[config.mk]
export PLATFORM = sky130hd
export DESIGN_NAME = gabor_win_sched
export DESIGN_NICKNAME = d
export VERILOG_FILES = /design/src/rtl/gabor_pkg.sv /design/src/rtl/gabor_win_addr.sv /design/src/rtl/gabor_win_sched.sv
export SDC_FILE = /design/constraint.sdc
export NUM_CORES = 1
export LEC_CHECK = 0
export ABC_AREA = 1
export ABC_CLOCK_PERIOD_IN_PS = 3240
export CORE_ASPECT_RATIO = 0.7
export CORE_MARGIN = 4
export CORE_UTILIZATION = 46
export CTS_CLUSTER_DIAMETER = 100
export CTS_CLUSTER_SIZE = 16
export DETAILED_ROUTE_END_ITERATION = 8
export PLACE_DENSITY = 0.81
export REMOVE_ABC_BUFFERS = 1
export SLEW_MARGIN = 25
export SYNTH_ARGS = -nofsm -noshare
export SYNTH_HDL_FRONTEND = slang
export SYNTH_SLANG_ARGS = --single-unit
[constraint.sdc]
create_clock -name clk -period 3.24 [get_ports clk]
set_input_delay 0.324 -clock clk [delete_from_list [all_inputs] [get_ports clk]]
set_output_delay 0.324 -clock clk [all_outputs]
set_load 0.03 [all_outputs]
[src/rtl/gabor_pkg.sv]
// Shared definitions for the Gabor window scheduler.
//   state_t  : sequencer states
//   KSIZE    : kernel edge length (3x3 window)
//   TAP_N    : taps per pixel
//   TAP_W    : width of the tap counter / tap index
//   tap_col / tap_row : column and row (0..2) of a tap inside the window
package gabor_pkg;

  typedef enum logic [2:0] {
    IDLE,
    FETCH,
    WAIT_RES,
    WRITE,
    DONE
  } state_t;

  localparam int KSIZE = 3;
  localparam int TAP_N = 9;
  localparam int TAP_W = 4;

  // Lookup rather than tap % 3 keeps the logic shallow.
  // Out-of-window tap numbers map to 0; callers mask them separately.
  function automatic logic [1:0] tap_col(input logic [TAP_W-1:0] tap);
    logic [1:0] c;
    c = 2'd0;
    case (tap)
      4'd1, 4'd4, 4'd7: c = 2'd1;
      4'd2, 4'd5, 4'd8: c = 2'd2;
      default:          c = 2'd0;
    endcase
    return c;
  endfunction

  // Lookup rather than tap / 3.
  function automatic logic [1:0] tap_row(input logic [TAP_W-1:0] tap);
    logic [1:0] r;
    r = 2'd0;
    case (tap)
      4'd3, 4'd4, 4'd5: r = 2'd1;
      4'd6, 4'd7, 4'd8: r = 2'd2;
      default:          r = 2'd0;
    endcase
    return r;
  endfunction

endpackage

[src/rtl/gabor_win_addr.sv]
// Neighbour address generator for one 3x3 window tap.
// Ports:
//   x, y      : centre pixel coordinates
//   tap       : tap number 0..8, row-major over dy,dx in {-1,0,+1}
//   rd_addr   : linear address ny*IMG_W+nx, 0 when out of range
//   in_range  : neighbour lies inside the image (and tap < TAP_N)
// Purely combinational.
module gabor_win_addr
  import gabor_pkg::*;
#(
  parameter int IMG_W  = 16,
  parameter int IMG_H  = 16,
  parameter int ADDR_W = 8,
  parameter int X_W    = 5,
  parameter int Y_W    = 5
) (
  input  logic [X_W-1:0]    x,
  input  logic [Y_W-1:0]    y,
  input  logic [TAP_W-1:0]  tap,
  output logic [ADDR_W-1:0] rd_addr,
  output logic              in_range
);

  localparam logic [X_W:0] W_LIM = (X_W+1)'(IMG_W);
  localparam logic [Y_W:0] H_LIM = (Y_W+1)'(IMG_H);

  logic [1:0]          col;
  logic [1:0]          row;
  // One bit wider and signed so that x-1 at x==0 reads as -1, not a wrap.
  logic signed [X_W:0] nx;
  logic signed [Y_W:0] ny;
  logic                x_ok;
  logic                y_ok;
  logic                tap_ok;

  assign col = tap_col(tap);
  assign row = tap_row(tap);

  assign nx = $signed({1'b0, x}) + $signed({{(X_W-1){1'b0}}, col}) - $signed((X_W+1)'(1));
  assign ny = $signed({1'b0, y}) + $signed({{(Y_W-1){1'b0}}, row}) - $signed((Y_W+1)'(1));

  assign x_ok   = !nx[X_W] && ($unsigned(nx) < W_LIM);
  assign y_ok   = !ny[Y_W] && ($unsigned(ny) < H_LIM);
  assign tap_ok = tap < TAP_W'(TAP_N);

  assign in_range = tap_ok && x_ok && y_ok;

  assign rd_addr = in_range
                 ? ADDR_W'(ny[Y_W-1:0]) * ADDR_W'(IMG_W) + ADDR_W'(nx[X_W-1:0])
                 : '0;

endmodule

[src/rtl/gabor_win_sched.sv]
// Sequencer between the image memory and the Gabor filter MAC core.
// Walks every pixel in raster order, streams its zero-padded 3x3
// neighbourhood to the filter over valid/ready, waits for the result and
// writes it to the output buffer.
// Ports:
//   clk, rst                 : clock, synchronous active-high reset
//   start / busy / done      : pass control and status
//   rd_addr / rd_data        : combinational image memory read port
//   tap_*                    : tap stream to the filter (valid/ready)
//   res_data / res_valid     : filtered result strobe from the filter
//   wr_addr / wr_data / wr_en: output buffer write port
module gabor_win_sched
  import gabor_pkg::*;
#(
  parameter int IMG_W  = 16,
  parameter int IMG_H  = 16,
  parameter int ADDR_W = 8,
  parameter int DATA_W = 32
) (
  input  logic              clk,
  input  logic              rst,
  input  logic              start,
  output logic              busy,
  output logic              done,
  output logic [ADDR_W-1:0] rd_addr,
  input  logic [DATA_W-1:0] rd_data,
  output logic [DATA_W-1:0] tap_data,
  output logic [3:0]        tap_idx,
  output logic              tap_valid,
  output logic              tap_last,
  input  logic              tap_ready,
  input  logic [DATA_W-1:0] res_data,
  input  logic              res_valid,
  output logic [ADDR_W-1:0] wr_addr,
  output logic [DATA_W-1:0] wr_data,
  output logic              wr_en
);

  // Counters can hold IMG_W / IMG_H so neighbour math never overflows.
  localparam int X_W = $clog2(IMG_W + 1);
  localparam int Y_W = $clog2(IMG_H + 1);

  state_t            state_reg, state_next;
  logic [X_W-1:0]    x_reg, x_next;
  logic [Y_W-1:0]    y_reg, y_next;
  logic [TAP_W-1:0]  tap_reg, tap_next;
  logic [DATA_W-1:0] tap_data_reg, tap_data_next;
  logic [3:0]        tap_idx_reg, tap_idx_next;
  logic              tap_valid_reg, tap_valid_next;
  logic              tap_last_reg, tap_last_next;
  logic [ADDR_W-1:0] wr_addr_reg, wr_addr_next;
  logic [DATA_W-1:0] wr_data_reg, wr_data_next;
  logic              wr_en_reg, wr_en_next;

  logic [ADDR_W-1:0] win_addr;
  logic              in_range;
  logic [ADDR_W-1:0] pix_addr;

  gabor_win_addr #(
    .IMG_W  (IMG_W),
    .IMG_H  (IMG_H),
    .ADDR_W (ADDR_W),
    .X_W    (X_W),
    .Y_W    (Y_W)
  ) u_win_addr (
    .x        (x_reg),
    .y        (y_reg),
    .tap      (tap_reg),
    .rd_addr  (win_addr),
    .in_range (in_range)
  );

  assign pix_addr = ADDR_W'(y_reg) * ADDR_W'(IMG_W) + ADDR_W'(x_reg);

  always_comb begin
    state_next     = state_reg;
    x_next         = x_reg;
    y_next         = y_reg;
    tap_next       = tap_reg;
    tap_data_next  = tap_data_reg;
    tap_idx_next   = tap_idx_reg;
    tap_valid_next = tap_valid_reg;
    tap_last_next  = tap_last_reg;
    wr_addr_next   = wr_addr_reg;
    wr_data_next   = wr_data_reg;
    wr_en_next     = wr_en_reg;

    case (state_reg)
      IDLE: begin
        if (start) begin
          state_next = FETCH;
          x_next     = '0;
          y_next     = '0;
          tap_next   = '0;
        end
      end

      FETCH: begin
        if (tap_valid_reg && tap_ready && tap_last_reg) begin
          // Last beat accepted: nothing left to load for this pixel.
          tap_valid_next = 1'b0;
          tap_last_next  = 1'b0;
          state_next     = WAIT_RES;
        end else if ((tap_reg < TAP_W'(TAP_N)) && (!tap_valid_reg || tap_ready)) begin
          tap_data_next  = in_range ? rd_data : '0;
          tap_idx_next   = 4'(tap_reg);
          tap_last_next  = (tap_reg == TAP_W'(TAP_N - 1));
          tap_valid_next = 1'b1;
          tap_next       = tap_reg + TAP_W'(1);
        end
      end

      WAIT_RES: begin
        if (res_valid) begin
          wr_data_next = res_data;
          wr_addr_next = pix_addr;
          wr_en_next   = 1'b1;
          state_next   = WRITE;
        end
      end

      WRITE: begin
        wr_en_next = 1'b0;
        if (x_reg == X_W'(IMG_W - 1) && y_reg == Y_W'(IMG_H - 1)) begin
          state_next = DONE;
        end else begin
          if (x_reg == X_W'(IMG_W - 1)) begin
            x_next = '0;
            y_next = y_reg + Y_W'(1);
          end else begin
            x_next = x_reg + X_W'(1);
          end
          tap_next   = '0;
          state_next = FETCH;
        end
      end

      DONE: begin
        state_next = IDLE;
      end

      default: begin
        state_next = IDLE;
      end
    endcase
  end

  always_ff @(posedge clk) begin
    if (rst) begin
      state_reg     <= IDLE;
      x_reg         <= '0;
      y_reg         <= '0;
      tap_reg       <= '0;
      tap_data_reg  <= '0;
      tap_idx_reg   <= '0;
      tap_valid_reg <= 1'b0;
      tap_last_reg  <= 1'b0;
      wr_addr_reg   <= '0;
      wr_data_reg   <= '0;
      wr_en_reg     <= 1'b0;
    end else begin
      state_reg     <= state_next;
      x_reg         <= x_next;
      y_reg         <= y_next;
      tap_reg       <= tap_next;
      tap_data_reg  <= tap_data_next;
      tap_idx_reg   <= tap_idx_next;
      tap_valid_reg <= tap_valid_next;
      tap_last_reg  <= tap_last_next;
      wr_addr_reg   <= wr_addr_next;
      wr_data_reg   <= wr_data_next;
      wr_en_reg     <= wr_en_next;
    end
  end

  // busy rises the cycle after start is taken and falls the cycle after DONE.
  assign busy      = (state_reg != IDLE);
  assign done      = (state_reg == DONE);
  assign rd_addr   = (state_reg == FETCH) ? win_addr : '0;
  assign tap_data  = tap_data_reg;
  assign tap_idx   = tap_idx_reg;
  assign tap_valid = tap_valid_reg;
  assign tap_last  = tap_last_reg;
  assign wr_addr   = wr_addr_reg;
  assign wr_data   = wr_data_reg;
  assign wr_en     = wr_en_reg;

endmodule

# Word-level counts from Yosys, hierarchy flattened
# Cells that the tools add are included.
word_totals:
  regBits: 96
  input_bits: 69
  output_inout_bits: 89
  elab_cells: 103
op_classes:
  n_addsub: 9
  n_lt_le_gt_ge: 3
  n_eq_ne: 21
  n_mux: 28
  n_bitwise: 1
  reduce_logical: 30
op_table:
  columns: ["op", "count"]
  rows:
  - ["32-bit two-way mux", 1]
  - ["5-bit two-way mux", 5]
  - ["5-bit case mux with 2 select lines", 2]
  - ["8-bit by 5-bit adder with 8-bit output", 2]
  - ["4-bit by 3-bit == test with 1-bit output, second input constant", 4]
  - ["4-bit two-way mux", 4]
  - ["8-bit two-way mux", 2]
  - ["2-bit inequality test, second input constant", 7]
  - ["5-bit by 2-bit adder with 6-bit output", 2]
  - ["6-bit by 5-bit < comparator with 1-bit output, second input constant", 2]
  - ["3-bit two-way mux", 4]
  - ["3-bit case mux with 4 select lines", 1]
  - ["4-bit case mux with 3 select lines", 1]
  - ["3-bit OR reduction", 4]
  - ["6-bit by 2-bit subtractor with 6-bit output, second input constant", 2]
  - ["5-bit by 1-bit adder with 5-bit output, second input constant", 2]
  - ["5-bit by 4-bit == test with 1-bit output, second input constant", 2]
  - ["3-bit AND reduction", 3]
  - ["4-bit by 2-bit == test with 1-bit output, second input constant", 2]
  - ["1-bit logical AND", 8]
  - ["2-bit case mux with 2 select lines", 2]
  - ["3-bit by 2-bit == test with 1-bit output, second input constant", 2]
  - ["2-bit AND reduction", 3]
  - ["2-bit nonzero test", 3]
  - ["15 further kinds", 22]

# Logic depth before layout (Yosys ltp)
# Gate-level depths: netlist of the first run.
depth:
  ltp_word: 11
  depth_mapped: 19
  mapped_depth_nobuf: 18

# Modules after synthesis
# Synthesis of the first run repeated with hierarchy kept, for this count alone.
hier_totals:
  cells_unflattened: 612
  area_unflattened_um2: 4488.1
by_module_without_submodules:
  columns: ["mod", "instances", "cells_per_inst", "area_per_inst_um2", "seq_area_each_um2"]
  rows:
  - ["gabor_win_sched", 1, 510, 3875.0, 1921.8]
  - ["gabor_win_addr", 1, 102, 613.1, 0.0]

# Least setup slack after synthesis of the first run
# No wires, ideal clock.
synth_timing:
  path_type: "reg2out"
  start: "register tap_reg[0]"
  end: "output rd_addr[0]"
  arrival_ps: 2971
  required_ps: 2916
  slack_ps: -55
  stages_incl_launch_ff: 18
  n_path_buf: 0
  path_cell_list: "dfxtp_1 -> inv_1 -> ha_1 -> inv_1 -> nor3_1 -> nor3_1 -> ha_1 -> inv_1 -> ha_1 -> inv_1 -> fa_1 -> inv_1 -> nand3_1 -> nand3_1 -> nand3_1 -> nor2_4 -> nand3_2 -> nor2_1"
synth_via:
  elab_chain_len: 11
  word_cells_on_any_way: 30
  cone_classes: "5 x add/sub; 3 x order compare; 8 x eq/ne; 4 x mux; 10 x reduce/logical"
synth_rtl:
  columns: ["element", "line_no", "source"]
  rows:
  - ["start, declared", "gabor_win_sched.sv:46", "logic [TAP_W-1:0] tap_reg, tap_next;"]
  - ["start signal, assigned", "gabor_win_sched.sv:165", "tap_reg <= tap_next;"]
  - ["4-bit == test (tied with other cells)", "gabor_pkg.sv:26, gabor_pkg.sv:38", null]
  - ["3-bit OR reduction", "gabor_pkg.sv:26", "case (tap)"]
  - ["2-bit case mux with 2 select lines", "gabor_pkg.sv:26", null]
  - ["5-bit by 2-bit adder with 6-bit output", "gabor_win_addr.sv:39", "assign nx = $signed({1'b0, x}) + $signed({{(X_W-1){1'b0}}, col}) - $signed((X_W+1)'(1));"]
  - ["6-bit by 2-bit subtractor with 6-bit output", "gabor_win_addr.sv:39", null]
  - ["6-bit by 5-bit < comparator with 1-bit output / 1-bit zero test (equally long branches)", "gabor_win_addr.sv:42", "assign x_ok = !nx[X_W] && ($unsigned(nx) < W_LIM);"]
  - ["1-bit logical AND", "gabor_win_addr.sv:42", null]
  - ["1-bit logical AND (2 in a row)", "gabor_win_addr.sv:46", "assign in_range = tap_ok && x_ok && y_ok;"]
  - ["8-bit two-way mux (*)", "gabor_win_addr.sv:49", "? ADDR_W'(ny[Y_W-1:0]) * ADDR_W'(IMG_W) + ADDR_W'(nx[X_W-1:0])"]
  - ["8-bit two-way mux (*)", "gabor_win_sched.sv:179", "assign rd_addr = (state_reg == FETCH) ? win_addr : '0;"]
  - ["end, declared", "gabor_win_sched.sv:25", "output logic [ADDR_W-1:0] rd_addr,"]
# Every way passes the cells marked *; elsewhere a longest branch is shown, timed or not.

# Final worst setup path of the first run
layout_timing:
  start: "register tap_reg[1]"
  end: "output rd_addr[3]"
# The elaborated chain is that of the path after synthesis.

==> flow_summary_export.csv, run 1 <==
group,metric,value,unit
run_status,outcome,"complete, but fails checks",
run_status,violations,"setup timing",
die,start_util,47.37,%
clock_tree,cts_root_buf,"clkbuf_16",
route,wl,13120,µm
synth,synth_cell_types,37,
finish,fin_util,69.68,%
die,core,0.009722,mm²
flow_run,drv_cap,0,
worst_hold_path,hold_class,"register to register",
route,wl_per_cell,15.04,µm
die,pin_count,158,
synth,mappedNetlistArea,0.004606,mm²
clock_tree,clock_latency,340,ps
power,p_leak,2.617,nW
power,p_seq_share,37.9,%
global_routing,grt_overflow,0,
power,p_sw,0.001107,W
synth,ys_warn_count,0,
die,fp-row-count,30,
finish,fin_nets,836,
setup_path,cp_data_required_time,2920,ps
power,power_density,524.1,mW/mm²
sta,hold_slack,481.2,ps
sta,drv_slew,0,
sta,min_period,3384,ps
clock_tree,cts.path.max_buffers,2,
sta,skew,3.844,ps
setup_path,startpoint_type,"register",
die,die_h,91.72,µm
synth,synth_top_cell_by_area,"dfxtp_1",
synth,synthCells,585,
sta,fmax,295.5,MHz
placed_design,dp_cells,847,
finish,diodes,0,
power,p_clk_share,34.1,%
synth,yosysMostFrequentCell,"nor2_1",
global_routing,grt_max_degree,75,
die,die_width,127.6,µm
sta,slew_headroom,52.54,%
synth,ys_ff_latch,96,
synth,synthFlopType,"dfxtp_1",
global_routing,antenna_found_initial,0,
synth,synth_top_cells_by_area,"dfxtp_1, nor2_1, ha_1",
sta,finalCritPeriodShare,104.5,%
route,detail-route-antenna-nets,0,
placed_design,dp_hpwl,9272,µm
sta,setup_ws,-144.2,ps
route,drcViolationCount,0,
power,irDropWorstVdd,420.1,µV
placed_design,io_buffers,157,
synth,synth_top_area_share,41.73,%
die,dieArea,0.01170,mm²
clock_tree,clk_pin_slew,70,ps
global_routing,grt_pass1_vias,4495,
power,combPwrFrac,27.9,%
clock_tree,ctsHoldBuffers,0,
route,dr.pass1.iters,4,
sta,setup_violations,8,
setup_path,worst_setup_path_end_kind,"output port",
route,vias_per_cell,5.211,
synth,synth-seq-area-share,41.73,%
power,internal_power,0.002443,W
clock_tree,cts_made_buffers,9,
finish,area_growth,47.08,%
setup_path,cp.arrival,3060,ps
route,vias,4544,
global_routing,grt_use_total,22.01,%
sta,finalHoldViolCount,0,
placed_design,gp_congestion,0.8993,
sta,worstMarginPinSlew,710.8,ps
route,drt_iter0_markers,296,
synth,synthTopCellsByCount,"nor2_1, dfxtp_1, a21oi_1, nand3_1, o21ai_0",
synth,synthArstFlopShare,0,%
synth,syn-mean-instance-area,7.873,µm²
clock_tree,cts_tree,"done",
sta,grt_setup_unrepaired,"yes",
power,switching_share,31.19,%
synth,synth-edff-count,0,
clock_tree,htreeDepth,3,
finish,final_cells,872,
finish,drive_gt1_share,15.19,%
clock_tree,clock_sinks,96,
global_routing,grt_pass1_wl,21170,µm
setup_path,crit_type,"register to output port",
setup_path,critPathMaxFanout,8,
final timing paths:
check,start,to,slack (ps),depth (start not counted)
min reg2reg,wr_en$_SDFFE_PP0P_,wr_en$_SDFFE_PP0P_,480,2
min,wr_en$_SDFFE_PP0P_,wr_en$_SDFFE_PP0P_,480,2
max reg2reg,tap_reg[1]$_SDFFE_PP0P_,tap_data[22]$_SDFFE_PP0P_,240,19
max,tap_reg[1]$_SDFFE_PP0P_,rd_addr[3],-140,18
placed cells by master, fill, tap and decap left out, types with 2 or more instances in the layout:
master / Yosys / routed
nand3_2: 7 / 10
xnor2_1: 5 / 5
clkinvlp_4: 0 / 2
a21oi_1: 61 / 61
nand4_1: 6 / 6
nand2_1: 40 / 38
o21ai_1: 25 / 25
a21oi_2: 2 / 2
inv_1: 40 / 30
nand2_2: 5 / 7
o21ai_0: 54 / 54
xor2_1: 3 / 3
bufinv_16: 0 / 3
buf_6: 9 / 5
o21ai_2: 2 / 2
ha_2: 0 / 2
nor3_2: 0 / 4
inv_2: 7 / 14
dfxtp_4: 0 / 2
clkinv_2: 1 / 2
buf_12: 4 / 2
nor2_2: 1 / 3
ha_1: 26 / 20
nor2_4: 2 / 9
nor2_1: 98 / 89
ha_4: 0 / 4
buf_4: 1 / 18
inv_6: 0 / 3
nand3_4: 1 / 2
dfxtp_1: 96 / 93
nand3_1: 55 / 51
nor3_1: 8 / 3
fa_2: 0 / 2
clkbuf_16: 0 / 9
inv_4: 1 / 2
clkdlybuf4s50_1: 0 / 149
cell type report:
class / instances / area [µm²]
multi-input combinational: 409 / 2416
sequential: 96 / 1931
tap: 128 / 160.2
inverter: 49 / 200.2
timing repair buffer: 174 / 1723
clock inverter: 7 / 118.9
fill: 767 / 2948
clock buffer: 9 / 225.2
kinds of logic (layout without fill, tap and decap cells):
group	count (synthesis)	in the layout	synth area share (%)
buf+inv	80	239	9.753
compound gates	147	147	16.49
xor+xnor	8	8	1.521
simple gates	226	226	22.58
flops	96	96	41.73
fa+ha+maj	28	28	7.933
metal layers:
layer  GRT usage, %  vias to the layer above  routed length, µm
li1               -                     2263                  -
met1          27.51                     2083               5516
met2          35.55                      174               5903
met3          8.673                       24               1429
met4          5.742                        0                269
met5              0                        -                  0
power by group through the flow:
stage | logic (W) | clock network [W] | registers (W)
2_1_floorplan | 0.000353 | 0 | 0.00154
3_3_place_gp | 0.000908 | 0 | 0.00136
3_5_place_dp | 0.000922 | 0 | 0.00137
4_1_cts | 0.000968 | 0.00123 | 0.00134
5_1_grt | 0.00108 | 0.00129 | 0.00136
6_report | 0.000991 | 0.00121 | 0.00135
critical path, stage by stage, from the launching register on:
cell	delay [ps]
dfxtp_4	380
buf_6	120
ha_4	140
inv_2	60
nor2_2	40
nor3_2	170
ha_1	250
inv_1	60
ha_2	170
inv_2	40
fa_2	340
inv_2	80
nand3_2	60
nand3_2	90
nand3_2	90
nor2_4	120
nand3_4	190
nor2_1	150
buf_4	170
through the flow:
stage	setup TNS, ps	setup WS (ps)	total power (W)	cell area, µm²
2_1_floorplan	-3098	-387.3	0.001896	4344
3_3_place_gp	0	72.27	0.002269	6141
3_5_place_dp	-196.8	-94.49	0.002287	6141
4_1_cts	-823.5	-123.4	0.003544	6653
5_1_grt	-2146	-292.6	0.003728	6774
6_report	-920.4	-144.2	0.003551	6774
what timing repair did:
action,4_1_cts,5_1_grt
buffers inserted,6,3
setup endpoints to repair,8,20
resized for setup,39,26
pin swaps,13,14
No activity file was read; power rests on OpenSTA's default activity.
==> inputs of run 2 (changes only) <==
--- a/config.mk
+++ b/config.mk
@@ -5,17 +5,16 @@
 export SDC_FILE = /design/constraint.sdc
 export NUM_CORES = 1
 export LEC_CHECK = 0
-export ABC_AREA = 1
 export ABC_CLOCK_PERIOD_IN_PS = 3240
 export CORE_ASPECT_RATIO = 0.7
 export CORE_MARGIN = 4
-export CORE_UTILIZATION = 46
+export CORE_UTILIZATION = 45
 export CTS_CLUSTER_DIAMETER = 100
 export CTS_CLUSTER_SIZE = 16
 export DETAILED_ROUTE_END_ITERATION = 8
-export PLACE_DENSITY = 0.81
+export PLACE_DENSITY = 0.8
 export REMOVE_ABC_BUFFERS = 1
-export SLEW_MARGIN = 25
+export SLEW_MARGIN = 20
 export SYNTH_ARGS = -nofsm -noshare
 export SYNTH_HDL_FRONTEND = slang
 export SYNTH_SLANG_ARGS = --single-unit
==> run 2 against run 1 <==
Compared with the run above:
- the flow still finishes with violations (setup timing)
- global-route usage down 0.12 points
- clock power down 6%
- synthesized cell count down 6.7%
- register-to-register slack worse by 570 ps
- critical path depth down 1
- count of clock-buffer cells in the layout up 1
- area after synthesis down 1.9%
- routed wire length about the same
- flip-flop and latch count unchanged
- sequential power down 12%
- final area up 4.8%
==> flow_summary_export.csv, run 2 <==
group,metric,value,unit
die,start_util,46.29,%
setup_path,r2r_setup_slack,-330,ps
power,p_clk_share,43.2,%
setup_path,r2r_cells,19,
global_routing,grt.met2_usage,36.06,%
sta,min_period,3894,ps
power,combPwrFrac,11.5,%
synth,synth_top_cell_by_area,"dfxtp_1",
setup_path,timing.rr.end,"tap_data[13]$_SDFFE_PP0P_",
placed_design,gp_congestion,0.8952,
route,vias,4408,
worst_hold_path,hold_depth,2,
setup_path,max_stage_delay,600,ps
die,fp-row-count,30,
setup_path,worst_setup_path_end_kind,"output port",
finish,fin_util,72.73,%
setup_path,cp.arrival,3570,ps
route,vias_per_cell,5.174,
placed_design,dp_hpwl,8940,µm
die,core,0.009759,mm²
global_routing,grt_pass1_wl,21090,µm
power,p_leak,2.576,nW
route,drt_iter0_markers,261,
finish,drive_gt1_share,17.13,%
clock_tree,cts_root_buf,"clkbuf_16",
die,pin_count,158,
clock_tree,htreeDepth,3,
finish,area_growth,57.10,%
synth,syn-mean-instance-area,8.275,µm²
worst_hold_path,min_to,"wr_data[4]$_SDFFE_PP0P_",
route,wl_per_cell,15.41,µm
sta,grt_setup_unrepaired,"yes",
synth,mappedNetlistArea,0.004518,mm²
placed_design,io_buffers,157,
route,detail-route-antenna-nets,0,
clock_tree,cts.path.max_buffers,2,
clock_tree,clock_latency,340,ps
run_status,violations,"setup timing",
sta,setup_violations,40,
run_status,outcome,"complete, but fails checks",
setup_path,path_buf_inv,5,
power,internal_power,0.002027,W
power,power_density,371.3,mW/mm²
sta,setup_ws,-653.5,ps
global_routing,grt_max_degree,70,
clock_tree,clock_sinks,96,
global_routing,grt_pass1_vias,4459,
setup_path,crit_type,"register to output port",
clock_tree,cts_tree,"done",
flow_run,drv_cap,0,
synth,synthCells,546,
global_routing,antenna_found_initial,0,
sta,worstMarginPinSlew,822.9,ps
finish,layout_common_cells,"clkdlybuf4s50_1, nand2_1, dfxtp_1",
setup_path,r2r-start,"tap_reg[0]$_SDFFE_PP0P_",
synth,synth_top_cells_by_area,"dfxtp_1, nand3b_1, nand2_1",
sta,finalCritPeriodShare,120.2,%
synth,ys_warn_count,0,
clock_tree,ctsHoldBuffers,0,
finish,final_cells,852,
global_routing,grt_use_total,21.88,%
power,irDropWorstVdd,233.6,µV
global_routing,grt_use_met1,26.98,%
power,p_sw,0.0006088,W
setup_path,path_cells,"inv_4 -> ha_4 -> buf_6 -> nor2_4 -> nand2_2 -> o211ai_1 -> ha_2 -> inv_2 -> ha_4 -> fa_2 -> a21o_1 -> a21oi_2 -> xnor2_1 -> or4_4 -> buf_4 -> nor3_4 -> buf_6",
global_routing,grt_overflow,0,
sta,slew_headroom,45.14,%
power,p_seq_share,45.3,%
power,switching_share,23.10,%
synth,synth_top_area_share,42.54,%
global_routing,grtUsageMet3,7.392,%
power,power,0.002636,W
synth,synth_cell_types,43,
sta,skew,6.583,ps
setup_path,crit_slowest_cell,"or4_4",
synth,synthArstFlopShare,0,%
synth,synthTopCellsByCount,"dfxtp_1, nand2_1, nand3b_1, a21oi_1, o21ai_1",
finish,fin_nets,816,
worst_hold_path,hold_class,"register to register",
setup_path,critPathMaxFanout,7,
die,dieArea,0.01173,mm²
setup_path,crit_family,"simple AND/OR/NAND/NOR gates",
setup_path,cp_data_required_time,2920,ps
placed_design,dp_cells,821,
sta,finalHoldViolCount,0,
global_routing,grt.busiest_layer,"met2",
sta,drv_slew,0,
worst_hold_path,hold_start,"wr_data[4]$_SDFFE_PP0P_",
finish,final_common_cell,"clkdlybuf4s50_1",
route,wl,13130,µm
route,dr.pass1.iters,4,
sta,fmax,256.8,MHz
clock_tree,cts_made_buffers,9,
finish,diodes,0,
setup_path,startpoint_type,"register",
clock_tree,clk_pin_slew,70,ps
synth,synth-seq-area-share,42.54,%
route,drcViolationCount,0,
die,die_h,91.84,µm
die,die_width,127.8,µm
synth,ys_ff_latch,96,
synth,synth-edff-count,0,
synth,synthFlopType,"dfxtp_1",
## run 2: how the worst max path moves through the flow
stage | slack [ps] | endpoint | start | cells after the start
floorplan | -680 | rd_addr[3] | tap_reg[0]$_SDFFE_PP0P_ | 14
global placement | -290 | rd_addr[0] | tap_reg[0]$_SDFFE_PP0P_ | 16
detailed placement | -420 | rd_addr[1] | tap_reg[0]$_SDFFE_PP0P_ | 16
CTS | -580 | rd_addr[5] | tap_reg[1]$_SDFFE_PP0P_ | 17
global route | -800 | rd_addr[5] | tap_reg[0]$_SDFFE_PP0P_ | 17
finish | -650 | rd_addr[3] | tap_reg[0]$_SDFFE_PP0P_ | 17
## run 2: cell type report
type | count | area (µm²)
Fill cell | 714 | 2661
Inverter | 27 | 106.4
Tap cell | 128 | 160.2
Clock inverter | 6 | 91.34
Clock buffer | 10 | 229.0
Timing Repair Buffer | 201 | 2019
Sequential cell | 96 | 1929
Multi-Input combinational cell | 384 | 2562
## run 2: repair_timing
| action | 4_1_cts | 5_1_grt |
|---|---|---|
| gates resized for setup | 56 | 27 |
| setup endpoints to repair | 38 | 40 |
| gates cloned | 2 | 0 |
| setup buffers | 11 | 4 |
| pin swaps | 23 | 10 |
## run 2: worst register-to-register path, cell delays in order (launching register included)
cell,delay (ps)
dfxtp_4,370
inv_4,50
ha_4,160
buf_6,120
nor2_4,100
nand2_2,60
o211ai_1,120
ha_2,210
inv_2,40
ha_4,150
fa_2,370
a21o_1,170
a21oi_2,130
xnor2_1,80
or4_4,610
buf_6,170
buf_4,170
buf_8,150
buf_12,140
o21ai_2,140
## run 2: through the flow
| stage | TNS (ps) | setup slack [ps] | cell area, µm² | hold slack (ps) |
|---|---|---|---|---|
| after floorplan | -5261 | -682.8 | 4353 | 393.1 |
| after detailed placement | -5737 | -415.9 | 6331 | 447.4 |
| after global placement | -2088 | -291.3 | 6331 | 441.5 |
| final | -12990 | -653.5 | 7098 | 454.4 |
| after CTS | -14100 | -582.7 | 6984 | 456.4 |
| after global routing | -18500 | -801.7 | 7098 | 476.4 |
## run 2: cell families after synthesis
group                      synth area share, %
muxes                                   0.6923
xor gates and xnor gates                 2.520
DFF                                      42.54
AOI/OAI and AO/OA                        14.15
adders and majority gates                8.086
and+or+nand+nor                          26.12
buffers and inverters                    5.899
## run 2: power groups by stage
stage	registers, W	clock network (W)	logic [W]
2_1_floorplan	0.00122	0	0.000110
3_3_place_gp	0.00122	0	0.000266
3_5_place_dp	0.00122	0	0.000271
4_1_cts	0.00119	0.00116	0.000290
5_1_grt	0.00119	0.00120	0.000329
6_report	0.00119	0.00114	0.000303
## run 2: metal layers
layer	routed length [µm]	part of all wire [%]	up-vias
met2	6105	47	149
met3	1157	8.8	18
met1	5630	43	2043
met4	235	1.8	0
li1	-	-	2198
met5	0	0	-
==> inputs of run 3 (changes only) <==
--- a/config.mk
+++ b/config.mk
@@ -7,11 +7,12 @@
 export LEC_CHECK = 0
 export ABC_CLOCK_PERIOD_IN_PS = 3240
 export CORE_ASPECT_RATIO = 0.7
-export CORE_MARGIN = 4
+export CORE_MARGIN = 5
 export CORE_UTILIZATION = 45
 export CTS_CLUSTER_DIAMETER = 100
 export CTS_CLUSTER_SIZE = 16
 export DETAILED_ROUTE_END_ITERATION = 8
+export GPL_TIMING_DRIVEN = 0
 export PLACE_DENSITY = 0.8
 export REMOVE_ABC_BUFFERS = 1
 export SLEW_MARGIN = 20
==> run 3 against run 2 <==
Compared with the run above:
- the run still ends with setup timing left
- sequential power hardly changed
- combinational power up 1%
- first-iteration DRC count is 10% lower
==> flow_summary_export.csv, run 3 (synthesis gave the netlist of run 2 again) <==
group,metric,value,unit
setup_path,worst_setup_path_end_kind,"output port",
sta,slew_headroom,52.74,%
placed_design,io_buffers,157,
setup_path,cp_data_required_time,2920,ps
setup_path,timing.rr.end,"tap_data[10]$_SDFFE_PP0P_",
setup_path,critPathMaxFanout,8,
worst_hold_path,hold_start,"rst",
sta,skew,7.211,ps
placed_design,dp_hpwl,8708,µm
power,power,0.002638,W
clock_tree,cts.path.max_buffers,2,
route,drt_iter0_markers,234,
setup_path,path_cells,"inv_1 -> nand2_1 -> a21oi_2 -> a31oi_2 -> ha_1 -> inv_1 -> ha_2 -> inv_2 -> fa_2 -> nand2b_4 -> a21oi_4 -> xnor2_2 -> or4_4 -> nor3_2 -> buf_4",
clock_tree,clk_pin_slew,70,ps
setup_path,r2r-start,"tap_reg[3]$_SDFFE_PP0P_",
finish,multiInputGateArea,0.002560,mm²
global_routing,grt_pass1_vias,4237,
clock_tree,cts_root_buf,"clkbuf_16",
global_routing,grt_pass1_wl,20020,µm
route,vias_per_cell,5.249,
setup_path,r2r_setup_slack,-450,ps
finish,diodes,0,
route,drcViolationCount,0,
setup_path,cp_common_cell,"inv_1",
setup_path,startpoint_type,"register",
finish,seqCellArea,0.001931,mm²
clock_tree,cts_made_buffers,9,
die,die_width,129.8,µm
setup_path,crit_slowest_cell,"or4_4",
flow_run,drv_cap,0,
sta,setup_ws,-598.2,ps
setup_path,max_stage_delay,590,ps
worst_hold_path,hold_class,"primary input to register",
run_status,violations,"setup timing",
global_routing,grt_overflow,0,
setup_path,crit_family,"simple AND/OR/NAND/NOR gates",
power,irDropWorstVdd,315.1,µV
sta,finalCritPeriodShare,118.5,%
sta,setup_violations,34,
die,start_util,46.29,%
sta,finalHoldViolCount,0,
sta,min_period,3838,ps
sta,grt_setup_unrepaired,"yes",
route,vias,4357,
route,wl,13270,µm
run_status,outcome,"complete, but fails checks",
clock_tree,clock_sinks,96,
finish,area_growth,50.18,%
sta,fmax,260.5,MHz
setup_path,cp.arrival,3510,ps
power,p_leak,2.373,nW
power,power_density,388.8,mW/mm²
worst_hold_path,min_to,"y_reg[4]$_SDFFE_PP0P_",
setup_path,r2r_cells,16,
route,detail-route-antenna-nets,0,
clock_tree,clock_latency,340,ps
global_routing,antenna_found_initial,0,
clock_tree,htreeDepth,3,
setup_path,crit_type,"register to output port",
worst_hold_path,hold_depth,2,
placed_design,place_ws,-1246,ps
die,fp-row-count,30,
die,pin_count,158,
die,core,0.009759,mm²
global_routing,grt_use_total,20.42,%
sta,drv_slew,0,
finish,fill_cells,725,
sta,worstMarginPinSlew,708.9,ps
finish,fin_nets,794,
finish,layout_common_cells,"clkdlybuf4s50_1, nand2_1, dfxtp_1",
finish,final_common_cell,"clkdlybuf4s50_1",
global_routing,grt_max_degree,79,
route,wl_per_cell,15.99,µm
finish,drive_gt1_share,13.39,%
setup_path,path_buf_inv,4,
die,dieArea,0.01218,mm²
placed_design,gp_congestion,0.8740,
die,die_h,93.84,µm
route,dr.pass1.iters,4,
sta,setup_tns,-14270,ps
clock_tree,cts_tree,"done",
[run 3: layer usage]
layer / vias to the layer above / share of wire (%) / routed length, µm / track usage, %
li1: 2175 / - / - / -
met1: 1995 / 42 / 5619 / 24.63
met2: 171 / 45 / 6033 / 33.58
met3: 16 / 11 / 1413 / 8.125
met4: 0 / 1.6 / 209 / 6.142
met5: - / 0 / 0 / 0
[run 3: worst reg2reg max path, delay by kind of cell, from the launching register on]
family                     cells  cell delay (ps)
AOI/OAI and AO/OA              4              590
xor gates and xnor gates       1              110
adders and majority gates      3              770
buffers and inverters          5              530
DFF                            1              460
and+or+nand+nor                3             1180
[run 3: what timing repair did]
| item | CTS | global route |
|---|---|---|
| buffers inserted | 9 | 3 |
| pin swaps | 13 | 12 |
| resized for setup | 86 | 20 |
| gates cloned | 3 | 1 |
| hold buffers | 0 | 0 |
| setup endpoints to repair | 40 | 40 |
[run 3: where the power goes]
part | switching [W] | leakage [nW] | internal (W)
Clock | 0.000458 | 0.145 | 0.000679
Combinational | 0.000145 | 1.45 | 0.000162
Sequential | 0.0000102 | 0.776 | 0.00118
Total | 0.000613 | 2.37 | 0.00203
[run 3: worst max path at each step]
stage,depth (start not counted),start,slack [ps],endpoint
after global routing,16,tap_reg[1]$_SDFFE_PP0P_,-720,rd_addr[5]
after CTS,16,tap_reg[1]$_SDFFE_PP0P_,-590,rd_addr[3]
after floorplan,14,tap_reg[0]$_SDFFE_PP0P_,-680,rd_addr[3]
after global placement,5,res_valid,-1450,wr_data[23]$_SDFFE_PP0P_
final,15,tap_reg[3]$_SDFFE_PP0P_,-600,rd_addr[5]
after detailed placement,16,tap_reg[0]$_SDFFE_PP0P_,-1250,rd_addr[3]
[run 3: per-stage QoR]
stage / hold WS (ps) / cell area [µm²] / utilization [%] / std cells
after global placement: 441.9 / 6085 / 62.35 / 792
after detailed placement: 446.9 / 6170 / 63.22 / 798
after global routing: 456.8 / 6785 / 69.53 / 830
after floorplan: 393.1 / 4353 / - / 507
after CTS: 424.5 / 6671 / 68.36 / 826
final: 439.1 / 6785 / 69.53 / 830
[run 3: layout make-up]
class,count,area share (%)
Sequential cell,96,28.45
Clock buffer,10,3.375
Multi-Input combinational cell,388,37.73
Inverter,27,1.567
Timing Repair Buffer,175,25.17
Tap cell,128,2.360
Clock inverter,6,1.346
==> variant 1, RTL diff (flow settings as in run 1) <==
Take the reset off `x_reg`, `y_reg`, `tap_data_reg`, `wr_addr_reg` and `wr_data_reg` and load them in a clocked block of their own.
--- a/src/rtl/gabor_win_sched.sv
+++ b/src/rtl/gabor_win_sched.sv
@@ -149,27 +149,25 @@
     if (rst) begin
       state_reg     <= IDLE;
-      x_reg         <= '0;
-      y_reg         <= '0;
       tap_reg       <= '0;
-      tap_data_reg  <= '0;
       tap_idx_reg   <= '0;
       tap_valid_reg <= 1'b0;
       tap_last_reg  <= 1'b0;
-      wr_addr_reg   <= '0;
-      wr_data_reg   <= '0;
       wr_en_reg     <= 1'b0;
     end else begin
       state_reg     <= state_next;
-      x_reg         <= x_next;
-      y_reg         <= y_next;
       tap_reg       <= tap_next;
-      tap_data_reg  <= tap_data_next;
       tap_idx_reg   <= tap_idx_next;
       tap_valid_reg <= tap_valid_next;
       tap_last_reg  <= tap_last_next;
-      wr_addr_reg   <= wr_addr_next;
-      wr_data_reg   <= wr_data_next;
       wr_en_reg     <= wr_en_next;
     end
+  end
+
+  always_ff @(posedge clk) begin
+    x_reg        <= x_next;
+    y_reg        <= y_next;
+    tap_data_reg <= tap_data_next;
+    wr_addr_reg  <= wr_addr_next;
+    wr_data_reg  <= wr_data_next;
   end
 
Behaviour: differs if rst is asserted again (counterexample within 10 cycles, from zero or initial values and one cycle with rst high); with rst held inactive, the same outputs for 10 cycles.
==> variant 1 against run 1 <==
- routed wire length shrank 10%
- worst setup slack gained 0.010 ns
- global-route usage shrank 1.8 points
- highest routed layer unchanged
- sequential cell count is the same
- the flow still finishes with violations (negative setup slack)
- clock skew grew 0.0036 ns
- area after synthesis shrank 5.7%
- design area grew 2.9%
- count of clock-buffer cells in the layout is the same
- register-to-register slack lost 0.09 ns
- worst hold slack lost 0.0092 ns
Power is not compared: it rests on default switching activity, and its combinational part moved more than twofold at a synthesized area within 25%.
==> variant 1: results (changes against run 1) <==
- Setup ws final: -0.1339 ns (+0.01030 ns)
- Power Dens Cells: 982.1 nW/um2
- M3 GR Usage: 7.211% (-1.5 points)
- Critical path fanouts, max: 3 (-5)
- Worst path max stage delay: 0.36 ns (-0.02 ns)
- WHS: 0.4721 ns (-0.009165 ns)
- Inverters: 79 (+61%)
- Worst slew pin tran: 0.5168 ns (-0.1941 ns)
- Fraction of registers with async set/reset: 0% (unchanged)
- Pre-CTS setup slack: -0.01663 ns (+0.07785 ns)
- Multi-In Gates: 212 (-48%)
- Register area share after synthesis: 63.12% (+21 points)
- Clock transition at path regs: 0.07 ns (about the same)
- Routability Congestion: 0.8375 (-6.9%)
- Met1 Usage GRT: 22.78% (-4.7 points)
- Violated checks: negative setup slack
- Post-DP HPWL: 7787 um (-16%)
- Number of synthesized flops with an enable pin: 82 (+82)
- Vias per inst: 5.016 (-3.8%)
- Post-route setup TNS: -0.3389 ns (+0.5815 ns)
- Post-synth cell types: 27 (-27%)
- First-pass GRT wire length: 17230 um (-19%)
- Vias: 3551 (-22%)
- Met2 routed WL: 5935 um (+0.54%)
- Worst r2r dst: tap_data[23]
- Setup Skew: 0.007488 ns (+0.003645 ns)
- Hold depth: 2 (unchanged)
- Reg2reg path depth: 16 (-3)
- Clock network area share: 4.112% (-0.97 points)
- CP top delay family: adder cells
- Drt pass-1 iters: 5 (+1)
- DRT iter0 DRCs: 283 (-4.4%)
- WL final: 11760 um (-10%)
- Worst reg2reg setup slack: 0.15 ns (-0.09 ns)
- Placed inst area: 6126 um2 (-0.24%)
- Area of the multi-input gates: 1627 um2 (-33%)
- Synth cell count leaders: edfxtp_1, inv_1, nand2_1
- Placed cells: 676 (-20%)
- Sequential cell area share: 39.49% (+11 points)
- Layout area overhead: 60.35%
- Vias in the first global route: 3610 (-20%)
- Final setup violation count: 6 (-2)
- WL met3: 1085 um (-24%)
- # fillers: 545 (-29%)
- Share of cells above drive strength 1: 21.23% (+6.0 points)
- Cells after synthesis: 398 (-32%)
- Status: complete, but fails checks
- GRT Total Usage: 20.24% (-1.8 points)
- Number of non-clock buffers in the layout: 181 (+4.0%)
- Tap cells: 124 (-3.1%)
- Met1 WL: 4476 um (-19%)
variant 1: cell types whose count changed after synthesis, sizes merged, moves of 41 or more:
| cell | before | now |
|---|---|---|
| a21oi | 63 | 20 |
| dfxtp | 96 | 14 |
| edfxtp | 0 | 82 |
| nand3 | 63 | 22 |
| nor2 | 101 | 27 |
| o21ai | 81 | 6 |
variant 1: worst max path at each step:
stage               startpoint          to  slack (ns)
floorplan           tap_reg[0]  rd_addr[0]       -0.64
global placement    tap_reg[1]  rd_addr[6]        0.14
detailed placement  tap_reg[1]  rd_addr[6]       -0.02
CTS                 tap_reg[0]  rd_addr[6]       -0.01
global route        tap_reg[1]  rd_addr[6]       -0.30
finish              tap_reg[1]  rd_addr[6]       -0.13
variant 1: kinds of logic (layout without fill, tap and decap cells):
logic type	Yosys count	in the layout	share of synthesized area, %
simple gates	148	148	15.46
flops	96	96	63.12
buf+inv	90	276	8.005
fa+ha+maj	28	28	8.408
compound gates	28	28	3.398
xor+xnor	8	8	1.612
==> variant 2, RTL diff (settings of run 1) <==
Made on the original files. Set the package constant `TAP_W` to 6 (it was 4).
--- a/src/rtl/gabor_pkg.sv
+++ b/src/rtl/gabor_pkg.sv
@@ -17,5 +17,5 @@
   localparam int KSIZE = 3;
   localparam int TAP_N = 9;
-  localparam int TAP_W = 4;
+  localparam int TAP_W = 6;
 
   // Lookup rather than tap % 3 keeps the logic shallow.
Function: same outputs for any inputs over 10 cycles, from zero or initial values and one cycle with rst high; that may be too few to reach the edited logic, so the function may still have changed.
==> variant 2 against run 1 <==
- critical endpoint is now rd_addr[4]
- largest cell class unchanged
- area after synthesis is 1.3% lower
- routed wire length up 2.1%
- register-to-register slack got worse by 0.11 ns
- the run still ends with negative setup slack left
- design area up 1.6%
- worst setup slack got worse by 0.19 ns
- sequential cell count up 2
- die area down 1.2%
- highest routed layer unchanged
Power is not compared: it rests on default switching activity, and its combinational part moved more than twofold at a synthesized area within 25%.
==> variant 2: results (changes against run 1) <==
- Vias in the first global route: 4578 (+1.8%)
- Violated checks: negative setup slack
- Share of cells above drive strength 1: 14.27% (-0.92 points)
- # fillers: 707 (-7.8%)
- Setup Skew: 0.007532 ns (+0.003688 ns)
- CP Capture Point: rd_addr[4]
- Antenna diodes: 0 (unchanged)
- Clock transition at path regs: 0.07 ns (about the same)
- Crit path from: tap_reg[1]
- Critical path fanouts, max: 6 (-2)
- Status: complete, but fails checks
- Post-synth cell types: 30 (-19%)
- Area contributors post-synth: dfxtp_1, o21ai_0, nor2_1
- Leakage: 2.647 nW
- Fraction of registers with async set/reset: 0% (unchanged)
- Peak supply drop: 0.4758 mV
- Antenna violations before repair: 0 (unchanged)
- Worst reg2reg setup slack: 0.13 ns (-0.11 ns)
- Vias per inst: 5.229 (+0.35%)
- Setup ws final: -0.3326 ns (-0.1884 ns)
- Final setup violation count: 8 (unchanged)
- GRT Total Usage: 22.94% (+0.94 points)
- Clock buffer count from CTS: 9 (unchanged)
- Worst r2r dst: tap_data[1]
- Layout Nets: 849 (+1.6%)
- Drt pass-1 iters: 4 (unchanged)
- First-pass GRT wire length: 21900 um (+3.5%)
- Synth cell count leaders: nor2_1, dfxtp_1, o21ai_0
- Post-DP HPWL: 9053 um (-2.4%)
- CTS Root Cell: clkbuf_16
- PortBufs: 157 (unchanged)
- Placed inst area: 6240 um2 (+1.6%)
- Relative slew slack: 52.41% (-0.13 points)
- CP Data Arrival Time: 3.25 ns (+0.19 ns)
- DRT iter0 DRCs: 217 (-27%)
- Clk buf depth: 2 (unchanged)
- Register area share after synthesis: 43.16% (+1.4 points)
- Routability Congestion: 0.9195 (+2.2%)
- FP Rows: 30 (unchanged)
- WL final: 13400 um (+2.1%)
- Worst Hold Class: reg2reg
- Clk Latency, worst-skew pair: 0.34 ns (about the same)
- H-tree levels: 3 (unchanged)
- Largest net degree at the start of global routing: 66 (-12%)
- Yosys warns: 0 (unchanged)
- Reg2reg path depth: 18 (-1)
variant 2: cell types whose count changed after synthesis, sizes merged, moves of 2 or more:
cell,run 1,this run
a21oi,63,59
a311oi,0,3
clkbuf,10,12
dfxtp,96,98
inv,48,46
nand2,45,52
nand3,63,60
nand3b,0,2
nand4,6,0
nor2,101,106
nor3,8,6
nor3b,0,2
o21ai,81,87
variant 2: power by group:
| group | internal [mW] | leakage (nW) | total (mW) | switching [mW] |
|---|---|---|---|---|
| logic | 1.10 | 1.70 | 2.87 | 1.77 |
| clock network | 0.620 | 0.143 | 1.06 | 0.438 |
| registers | 1.50 | 0.799 | 1.69 | 0.181 |
variant 2: per-layer routing:
layer  GRT usage (%)  wire, um
met1           27.95      5608
met2           36.22      5991
met3           9.524      1467
met5               0         0
met4           8.661       329
variant 2: logic make-up after synthesis:
group | after synthesis | synth area share, %
and+or+nand+nor | 231 | 22.82
AOI/OAI and AO/OA | 149 | 16.74
DFF | 98 | 43.16
buffers and inverters | 78 | 7.707
adders and majority gates | 28 | 8.037
xor gates and xnor gates | 8 | 1.541
variant 2: worst max-delay path, stage by stage, from the launching register on:
cell and delay, ns:
dfxtp_2 0.34, inv_4 0.09, ha_4 0.14, inv_4 0.04, nor4_4 0.25, buf_4 0.16
nor3_1 0.05, ha_1 0.29, inv_2 0.04, ha_4 0.16, fa_2 0.36, nand3_2 0.09
nand2_1 0.08, nand2_1 0.10, nand2_2 0.07, nor2_4 0.12, nand3_4 0.12, buf_12 0.17
nor2_4 0.11, buf_6 0.13
variant 2: timing repair:
action	4_1_cts	5_1_grt
gates resized for setup	48	31
endpoints found under the setup margin	17	40
setup buffers	6	4
pin swaps	15	16
gates cloned	0	0
variant 2: worst min path at each step:
stage	slack (ns)	from	to	depth (start not counted)
6_report	0.45	tap_reg[4]	tap_reg[4]	2
5_1_grt	0.46	tap_reg[4]	tap_reg[4]	2
4_1_cts	0.44	tap_reg[4]	tap_reg[4]	2
3_5_place_dp	0.43	tap_reg[4]	tap_reg[4]	2
3_3_place_gp	0.43	tap_reg[4]	tap_reg[4]	2
2_1_floorplan	0.39	rst	state_reg[0]	1
variant 2: through the flow:
step                power (mW)  setup TNS, ns  utilization (%)  std cells  worst slack, ns
finish                   5.611         -2.465            71.35        885          -0.3326
global route             5.985         -4.016            71.35        885          -0.4906
CTS                      5.511         -1.401            70.16        885          -0.1956
detailed placement       4.288         -1.125            64.68        863          -0.1663
global placement         4.213        -0.1916            64.68        863         -0.03362
floorplan                3.247         -5.695                -        560          -0.7119
variant 2: final cells by class:
type / instances / share of cell area [%]
Clock buffer: 12 / 3.581
Clock inverter: 4 / 0.7453
Inverter: 46 / 2.654
Multi-Input combinational cell: 416 / 35.90
Sequential cell: 98 / 28.59
Tap cell: 128 / 2.327
Timing Repair Buffer: 181 / 26.20
